===== src/rtl/led_seq_pkg.sv =====
// Shared types for the LED pattern sequencer.
//   mode_t    : pattern mode encoding, also the value seen on cur_mode.
//   DIR_LEFT / DIR_RIGHT : bounce direction encoding.
package led_seq_pkg;

    typedef enum logic [1:0] {
        MODE_OFF    = 2'd0,
        MODE_BLINK  = 2'd1,
        MODE_CHASE  = 2'd2,
        MODE_BOUNCE = 2'd3
    } mode_t;

    localparam logic DIR_LEFT  = 1'b0;
    localparam logic DIR_RIGHT = 1'b1;

endpackage


===== src/rtl/sync_edge_det.sv =====
// Brings an asynchronous level into the clk domain and turns each rising edge
// into a single-cycle registered pulse.
// Ports:
//   clk       in   system clock
//   rst       in   asynchronous, active-high reset
//   async_in  in   level from another clock domain (or a pin)
//   tick      out  one-cycle pulse per synchronised rising edge of async_in
module sync_edge_det (
    input  logic clk,
    input  logic rst,
    input  logic async_in,
    output logic tick
);

    logic s1;
    logic s2;
    logic s3;

    // s1/s2 form the metastability synchroniser; s3 holds the previous
    // synchronised level so the edge compare only sees settled values.
    always_ff @(posedge clk or posedge rst) begin
        if (rst) begin
            s1   <= 1'b0;
            s2   <= 1'b0;
            s3   <= 1'b0;
            tick <= 1'b0;
        end else begin
            s1   <= async_in;
            s2   <= s1;
            s3   <= s2;
            tick <= s2 & ~s3;
        end
    end

endmodule


===== src/rtl/led_pattern_sequencer.sv =====
// Drives a bank of LEDs with an off / blink / chase / bounce pattern, stepped
// by rising edges of a slow divided-clock bit that is asynchronous to clk.
// Ports:
//   clk        in   system clock
//   rst        in   asynchronous, active-high reset
//   div_in     in   divided clock bit, asynchronous to clk
//   mode_load  in   one-cycle request to change pattern mode
//   mode       in   requested mode (mode_t encoding), sampled with mode_load
//   led        out  LED drive, registered
//   tick       out  one-cycle pulse per synchronised div_in rising edge
//   busy       out  a mode request is pending and not yet applied
//   cur_mode   out  mode currently running
module led_pattern_sequencer
    import led_seq_pkg::*;
#(
    parameter int LED_W    = 8,
    parameter int TICK_DIV = 1
) (
    input  logic             clk,
    input  logic             rst,
    input  logic             div_in,
    input  logic             mode_load,
    input  logic [1:0]       mode,
    output logic [LED_W-1:0] led,
    output logic             tick,
    output logic             busy,
    output logic [1:0]       cur_mode
);

    localparam int CNT_W = $clog2(TICK_DIV + 1);
    localparam logic [CNT_W-1:0] PRE_LAST = CNT_W'(TICK_DIV - 1);
    localparam logic [CNT_W-1:0] PRE_ONE  = CNT_W'(1);

    // Pattern loaded when a mode is (re)applied.
    function automatic logic [LED_W-1:0] load_pattern(input mode_t m);
        logic [LED_W-1:0] l;
        case (m)
            MODE_BLINK:  l = '1;
            MODE_CHASE:  l = LED_W'(1);
            MODE_BOUNCE: l = LED_W'(1);
            default:     l = '0;
        endcase
        return l;
    endfunction

    // One pattern step; returns {next_dir, next_led}. The bounce direction
    // flips on the step that lands on an end bit so no end is shown twice.
    function automatic logic [LED_W:0] step_pattern(input mode_t m,
                                                    input logic [LED_W-1:0] l,
                                                    input logic d);
        logic [LED_W-1:0] nl;
        logic             nd;
        nl = l;
        nd = d;
        case (m)
            MODE_BLINK: nl = ~l;
            MODE_CHASE: nl = {l[LED_W-2:0], l[LED_W-1]};
            MODE_BOUNCE: begin
                if (d == DIR_LEFT) begin
                    nl = l << 1;
                    nd = nl[LED_W-1] ? DIR_RIGHT : DIR_LEFT;
                end else begin
                    nl = l >> 1;
                    nd = nl[0] ? DIR_LEFT : DIR_RIGHT;
                end
            end
            default: nl = '0;
        endcase
        return {nd, nl};
    endfunction

    logic             tick_int;
    mode_t            cur_q,  cur_d;
    mode_t            pend_q, pend_d;
    logic             busy_q, busy_d;
    logic [LED_W-1:0] led_q,  led_d;
    logic             dir_q,  dir_d;
    logic [CNT_W-1:0] pre_q,  pre_d;
    logic             apply;
    mode_t            apply_mode;

    // Input stage: div_in synchronised and edge-detected into tick_int.
    sync_edge_det u_sync (
        .clk      (clk),
        .rst      (rst),
        .async_in (div_in),
        .tick     (tick_int)
    );

    // Next-state: mode request handling, apply, prescaled pattern step.
    always_comb begin
        cur_d      = cur_q;
        pend_d     = pend_q;
        busy_d     = busy_q;
        led_d      = led_q;
        dir_d      = dir_q;
        pre_d      = pre_q;
        apply      = 1'b0;
        apply_mode = cur_q;

        if (tick_int) begin
            // A load coinciding with the tick bypasses the pending register.
            if (mode_load) begin
                apply      = 1'b1;
                apply_mode = mode_t'(mode);
            end else if (busy_q) begin
                apply      = 1'b1;
                apply_mode = pend_q;
            end
            busy_d = 1'b0;
        end else if (mode_load) begin
            pend_d = mode_t'(mode);
            busy_d = 1'b1;
        end

        if (apply) begin
            cur_d = apply_mode;
            pre_d = '0;
            dir_d = DIR_LEFT;
            led_d = load_pattern(apply_mode);
        end else if (tick_int) begin
            if (pre_q == PRE_LAST) begin
                pre_d          = '0;
                {dir_d, led_d} = step_pattern(cur_q, led_q, dir_q);
            end else begin
                pre_d = pre_q + PRE_ONE;
            end
        end
    end

    // State register stage.
    always_ff @(posedge clk or posedge rst) begin
        if (rst) begin
            cur_q  <= MODE_OFF;
            pend_q <= MODE_OFF;
            busy_q <= 1'b0;
            led_q  <= '0;
            dir_q  <= DIR_LEFT;
            pre_q  <= '0;
        end else begin
            cur_q  <= cur_d;
            pend_q <= pend_d;
            busy_q <= busy_d;
            led_q  <= led_d;
            dir_q  <= dir_d;
            pre_q  <= pre_d;
        end
    end

    assign led      = led_q;
    assign tick     = tick_int;
    assign busy     = busy_q;
    assign cur_mode = cur_q;

endmodule

===== config.mk =====
export PLATFORM = sky130hd
export DESIGN_NAME = led_pattern_sequencer
export DESIGN_NICKNAME = d
export VERILOG_FILES = /design/src/rtl/led_seq_pkg.sv /design/src/rtl/sync_edge_det.sv /design/src/rtl/led_pattern_sequencer.sv
export SDC_FILE = /design/constraint.sdc
export NUM_CORES = 1
export LEC_CHECK = 0
export BUFFER_PORTS_ARGS = -buffer_cell sky130_fd_sc_hd__buf_2
export CAP_MARGIN = 30
export CORE_MARGIN = 2
export CORE_UTILIZATION = 47
export CTS_CLUSTER_SIZE = 8
export DETAILED_ROUTE_END_ITERATION = 16
export PLACE_DENSITY = 0.8
export SETUP_SLACK_MARGIN = 0.3
export SYNTH_ARGS = -nofsm -noshare
export SYNTH_HDL_FRONTEND = slang
export SYNTH_HIERARCHICAL = 1
export SYNTH_SLANG_ARGS = --single-unit

===== constraint.sdc =====
create_clock -name clk -period 1.11 [get_ports clk]
set_clock_uncertainty 0.1 [all_clocks]
set_input_delay 0.111 -clock clk [delete_from_list [all_inputs] [get_ports clk]]
set_output_delay 0.111 -clock clk [all_outputs]
set_load 0.01 [all_outputs]

* Yosys cells after proc, flatten, opt, wreduce, memory -nomap -nowiden
Cells that the tools add are included.
** Cells by class
- Add/subtract/negate cells :: 1
- $mul :: 0
- Divide/modulo/power cells :: 0
- $lt $le $gt $ge :: 0
- Equality and inequality tests :: 7
- Shifts and indexed selects :: 0
- Mux-type cells :: 24
- Bitwise operators :: 4
- Reductions and logical operators :: 7
** Operators with widths (number)
- two-way mux 8 bit :: 4
- case mux 8 bit (3 select lines) :: 1
- case mux 8 bit (2 select lines) :: 1
- two-way mux 1 bit :: 15
- == test 2 bit, second input constant :: 4
- NOT 8 bit :: 1
- two-way mux 2 bit :: 3
- nonzero test 2 bit :: 3
- == test 2 x 1 -> 1 bit, second input constant :: 2
- AND reduction 2 bit :: 2
- AND reduction 3 bit :: 1
- inequality test 2 x 1 -> 1 bit, second input constant :: 1
- NOT 1 bit :: 2
- OR reduction 2 bit :: 1
- adder 1 bit, second input constant :: 1
- bitwise AND 1 bit :: 1
** Storage, ports and cells
- Flip-flop bits (word level) :: 19
- Latch bits :: 0
- Bits in writable memories :: 0
- Bits in read-only memories :: 0
- Input bits :: 6
- Output and inout bits :: 12
- Logic and storage cells :: 53
- Memories :: 0

* Longest topological paths before layout
- Depth after elaboration :: 7
- Mapped depth :: 6
- Depth with buffers taken out :: 4

* By module
Netlist, hierarchy kept.
** Modules (own cells, without submodules)
- led_pattern_sequencer :: instances 1, cells an instance 94, area each 790.8 µm², sequential area each 350.3 µm²
- sync_edge_det :: instances 1, cells an instance 6, area each 117.6 µm², sequential area each 100.1 µm²

* Least setup slack after synthesis
No wires, ideal clock.
- Path kind :: reg2reg
- From :: register cur_q[0], in the netlist cur_mode[0]
- To :: register led_q[1], in the netlist led[1]
- Library setup time :: 77 ps
- Arrival time :: 1099 ps
- Data required time :: 933 ps
- Path slack :: -166 ps
- Cell stages (with the launch flop) :: 6
- Path buffers :: 1
- Clock period less this slack :: 1276 ps
- Path through :: dfrtp_1 -> buf_4 -> and2_1 -> o221ai_1 -> nand2_1 -> a21oi_1
** On the way
- Cells in the longest elaborated chain, start to end :: 7
- Elaborated cells on any way between the ends :: 15
- Those cells by class :: eq/ne: 6; mux: 8; reduce/logical: 1
** Ends and longest elaborated chain
- start, declared :: line led_pattern_sequencer.sv:73 : mode_t cur_q, cur_d;
- start signal, assigned :: line led_pattern_sequencer.sv:141 : cur_q <= cur_d;
- two-way mux 2 bit :: line led_pattern_sequencer.sv:106 : end else if (busy_q) begin
- two-way mux 2 bit :: line led_pattern_sequencer.sv:103 : if (mode_load) begin
- two-way mux 2 bit :: line led_pattern_sequencer.sv:101 : if (tick_int) begin
- == test 2 bit :: line led_pattern_sequencer.sv:37 : case (m)
- OR reduction 2 bit (no line)
- case mux 8 bit (2 select lines) :: line led_pattern_sequencer.sv:37
- two-way mux 8 bit (*) :: line led_pattern_sequencer.sv:116 : if (apply) begin
- end signal, assigned :: line led_pattern_sequencer.sv:144 : led_q <= led_d;
- end, declared :: line led_pattern_sequencer.sv:76 : logic [LED_W-1:0] led_q, led_d;
Mark *: on every way between the ends. The rest lies on a longest branch, timed or not. The select of a mux whose other input is x is not followed.
A chain may end at the register's enable or synchronous reset.

* Worst setup path in the final report
- From :: register u_sync.tick
- To :: register led_q[4], in the netlist led[4]
** On the way
- Cells in the longest elaborated chain, start to end :: 5
- Elaborated cells on any way between the ends :: 11
- Those cells by class :: eq/ne: 4; mux: 4; reduce/logical: 3
** Ends and longest elaborated chain
- start, declared :: line sync_edge_det.sv:12 : output logic tick
- start signal, assigned :: line sync_edge_det.sv:31 : tick <= s2 & ~s3;
- two-way mux 2 bit :: line led_pattern_sequencer.sv:101
- == test 2 bit :: line led_pattern_sequencer.sv:37
- OR reduction 2 bit (no line)
- case mux 8 bit (2 select lines) :: line led_pattern_sequencer.sv:37
- two-way mux 8 bit :: line led_pattern_sequencer.sv:116
Parallel ways exist; a longest one is shown, timed or not.

==> run_results.csv <==
group,metric,value,unit
setup_path,rr_worst_depth,5,
grt,grt_first_pass_wirelength,3680,um
logic_synthesis,ys_seq_elements,18,
setup_path,arrival,1430,ps
drt,total_number_of_vias,932,
setup_path,critical_path_peak_fanout,8,
cells_and_area,fillerInstances,116,
pwr,p_sw_share,34.7,%
logic_synthesis,post_synth_fa_ha_maj_area_fraction,0,%
setup_path,end_kind,"register",
timing,timing.slew.headroom,81.8,%
cts,clock_tree.buffer_depth,2,
cells_and_area,area_delta_synth_final,52.3,%
logic_synthesis,yosys-mux-area-fraction,2.48,%
cells_and_area,n_antenna_cell,0,
logic_synthesis,synthArstFlopShare,100,%
timing,period_needed,1300,ps
logic_synthesis,synth_most_common_cell,"dfrtp_1",
logic_synthesis,yosysSeqAreaShare,49.6,%
logic_synthesis,synth_top_cell_area_share,49.6,%
logic_synthesis,simple_gate_share_of_the_synthesized_area,21.3,%
grt,global_route.overflow_total,0,
logic_synthesis,ys.warnings.count,6,
placement,placement.io_buffers,17,
cts,cts.htree.levels,1,
worst_hold_path,worstHoldEndpoint,"pend_q[0]",
floorplanning,effective_utilization_at_floorplan,51.5,%
logic_synthesis,synth_compound_gate_area_share,21.1,%
floorplanning,floorplan.die.height,48.0,um
timing,fin_crit_sh,118,%
setup_path,worst_ep_required_time,1240,ps
logic_synthesis,postSynth.topFlopCell,"dfrtp_1",
logic_synthesis,synth_commonest_cells,"dfrtp_1, nor2_1, nand2_1",
timing,report.final.setup_viol,19,
floorplanning,fp.dieArea,0.00230,mm^2
timing,final_hold_viol_count,2,
outcome,run_status,"complete, but fails checks",
placement,hpwl,1470,um
drt,drt_first_pass_iters,4,
logic_synthesis,synth.avg_cell_area,9.08,um^2
setup_path,critical_path.reg2reg.startpoint,"u_sync/tick",
pwr,seq_power_share,42.2,%
pwr,power.combinational.fraction,38.2,%
pwr,internal_power,1.37,mW
pwr,cell_leakage_power,0.626,nW
logic_synthesis,synth-edff-count,0,
logic_synthesis,mappedNetlistArea,908,um^2
drt,vias_per_std_cell,5.75,
cts,cts_root_buf,"clkbuf_4",
cts,tritoncts,"done",
timing,clock.fmax,766,MHz
grt,first_global_vias,860,
pwr,powerDensity,1510,mW/mm^2
timing,postLayoutSetupSlackWorst,-195,ps
cts,cts-hold-fix-buffers,2,
timing,number_of_pins_with_negative_max_slew_slack_in_the_final_report,0,
cells_and_area,drive_above_1_share,54.0,%
drt,wire_length_reported_by_the_detailed_router,2460,um
floorplanning,die_width,48.0,um
run,max_cap_violations,0,
drt,detailedRoute.firstIterationViolations,34,
cells_and_area,num-nets-final,144,
pwr,total_power_draw,2.10,mW
grt,globalRouteTotalUtil,23.6,%
pwr,clockPowerShare,19.6,%
timing,worst_pin_slew,271,ps
setup_path,ff2ff_setup_slack,-190,ps
logic_synthesis,synth_fp_nets,106,
drt,antenna_violating_nets_post_route,0,
placement,gpl.final_weighted_congestion,0.875,
pwr,power.net_switching,728,uW
floorplanning,std_cell_rows,15,
floorplanning,floorplan.core_area,0.00176,mm^2
logic_synthesis,synth.distinct_cells,29,
cts,clk-insertion-delay-late,290,ps
outcome,failed_checks,"hold timing, setup timing",
grt,number_of_antenna_violations_at_the_first_check_in_global_routing,0,
setup_path,crit_path_start_kind,"register",
grt,grt_max_degree,15,
cts,tritoncts.num_buffers,3,
logic_synthesis,synth_top_family_by_area,"simple AND/OR/NAND/NOR gates",
setup_path,end_of_the_worst_register_to_register_path,"led[4]",
logic_synthesis,synthesized_instance_count,100,
worst_hold_path,min_from,"mode[0]",
pwr,vdd_ir_drop_max,1.12,mV
cts,clock-sinks,18,
timing,fin_hold_ws,-33.7,ps
drt,remaining_drc_errors,0,
drt,wl_per_cell,15.2,um
worst_hold_path,cell_depth_of_the_worst_hold_path,2,
logic_synthesis,synth_area_leaders,"dfrtp_1, nor2_1, nand2_1",
cts,clk_slew_on_worst_s_h_paths,110,ps
logic_synthesis,synth_largest_area_cell,"dfrtp_1",
setup_path,timing.setup.critical_path_class,"reg -> reg",
floorplanning,number_of_placed_i_o_pins,18,
logic_synthesis,post_synthesis_share_of_cell_area_spent_on_xor_and_xnor_gates,0,%
worst_hold_path,min-delay-path-class,"in -> reg",
timing,unrepaired_setup_endpoints_after_global_routing,"yes",
==> kinds of logic after synthesis <==
| kind of cell | after synthesis |
|---|---|
| AND/OR/NAND/NOR | 40 |
| flip-flops | 18 |
| AO/OA/AOI/OAI | 31 |
| multiplexers | 2 |
| buffers and inverters | 9 |
==> layer usage <==
metal / wire (um) / vias up / part of all wire [%] / global-route usage, %
met5: 0 / - / 0 / 0
met4: 44 / 0 / 1.8 / 11.9
met3: 122 / 6 / 5.0 / 7.55
met2: 1230 / 38 / 50 / 39.2
met1: 1060 / 463 / 43 / 27.1
li1: - / 425 / - / -
==> placed cells by master, fill, tap and decap left out <==
| master | instances |
|---|---|
| a311oi_1 | 1 |
| a21o_1 | 1 |
| o221ai_1 | 1 |
| clkbuf_8 | 1 |
| a21oi_1 | 1 |
| nor2b_4 | 2 |
| buf_6 | 12 |
| nand3_4 | 1 |
| nand2b_2 | 1 |
| o21a_4 | 1 |
| clkbuf_4 | 3 |
| o22ai_2 | 3 |
| buf_2 | 11 |
| o21ai_1 | 4 |
| and3_1 | 2 |
| or4_4 | 1 |
| and2_4 | 1 |
| nand4_1 | 2 |
| nand3_1 | 1 |
| inv_1 | 3 |
| o21ai_4 | 1 |
| buf_4 | 14 |
| o21ai_2 | 5 |
| o211ai_4 | 1 |
| nor2_1 | 14 |
| nand4b_1 | 1 |
| dfrtp_1 | 15 |
| a22o_1 | 1 |
| a21oi_2 | 7 |
| nand2_2 | 3 |
| dfrtp_2 | 3 |
| o21ai_0 | 1 |
| nand2_1 | 10 |
| mux2_4 | 2 |
| o22ai_1 | 3 |
| nor2_2 | 1 |
| dlygate4sd3_1 | 2 |
==> sequential cells by signal, summed over array words and instances (netlist names) <==
register     flops
busy             1
cur_mode         2
dir_q            1
led              8
pend_q           2
u_sync/s1        1
u_sync/s2        1
u_sync/s3        1
u_sync/tick      1
==> worst max-delay path by stage <==
| stage | from | end | slack, ps | cells after the start |
|---|---|---|---|---|
| 6_report | u_sync/tick | led[4] | -190 | 5 |
| 5_1_grt | cur_mode[1] | led[0] | -260 | 5 |
| 4_1_cts | busy | dir_q | -170 | 2 |
| 3_5_place_dp | cur_mode[0] | led[2] | -170 | 4 |
| 3_3_place_gp | u_sync/tick | pend_q[1] | -170 | 3 |
| 2_1_floorplan | cur_mode[1] | dir_q | -140 | 3 |
==> metrics by stage <==
stage	setup WS [ps]	instance area, um^2	TNS [ps]	utilization, %	std cells
final	-195	1380	-2570	78.4	162
after global routing	-264	1380	-3670	78.4	162
after CTS	-169	1300	-2270	73.5	160
after detailed placement	-174	1110	-1840	63.1	152
after global placement	-172	1110	-1590	63.1	152
after floorplan	-144	931	-1230	-	100
==> cell type report <==
cell class	instances	area, um^2	area share [%]
multi-input combinational	73	536	38.7
sequential	18	454	32.8
timing repair buffer	39	315	22.8
clock buffer	4	36.3	2.62
tap	25	31.3	2.26
inverter	3	11.3	0.814
==> worst max-delay path: stages, from the launching register on <==
cell and delay, ps:
dfrtp_2 460, buf_4 160, o21ai_4 70, o21a_4 220, o21ai_1 110, a21oi_2 120
==> power groups by stage <==
stage / Sequential [mW] / Clock (mW) / Combinational (mW)
floorplan: 0.897 / 0 / 0.321
global placement: 0.870 / 0 / 0.557
detailed placement: 0.875 / 0 / 0.567
CTS: 0.874 / 0.416 / 0.696
global route: 0.901 / 0.448 / 0.867
finish: 0.885 / 0.410 / 0.801
==> timing repair <==
action,in CTS,in global routing
setup endpoints to repair,26,26
resized for setup,28,14
endpoints found under the hold margin,21,2
buffers inserted,2,2
pin swaps,11,8
Power figures use the tool's default switching activity.
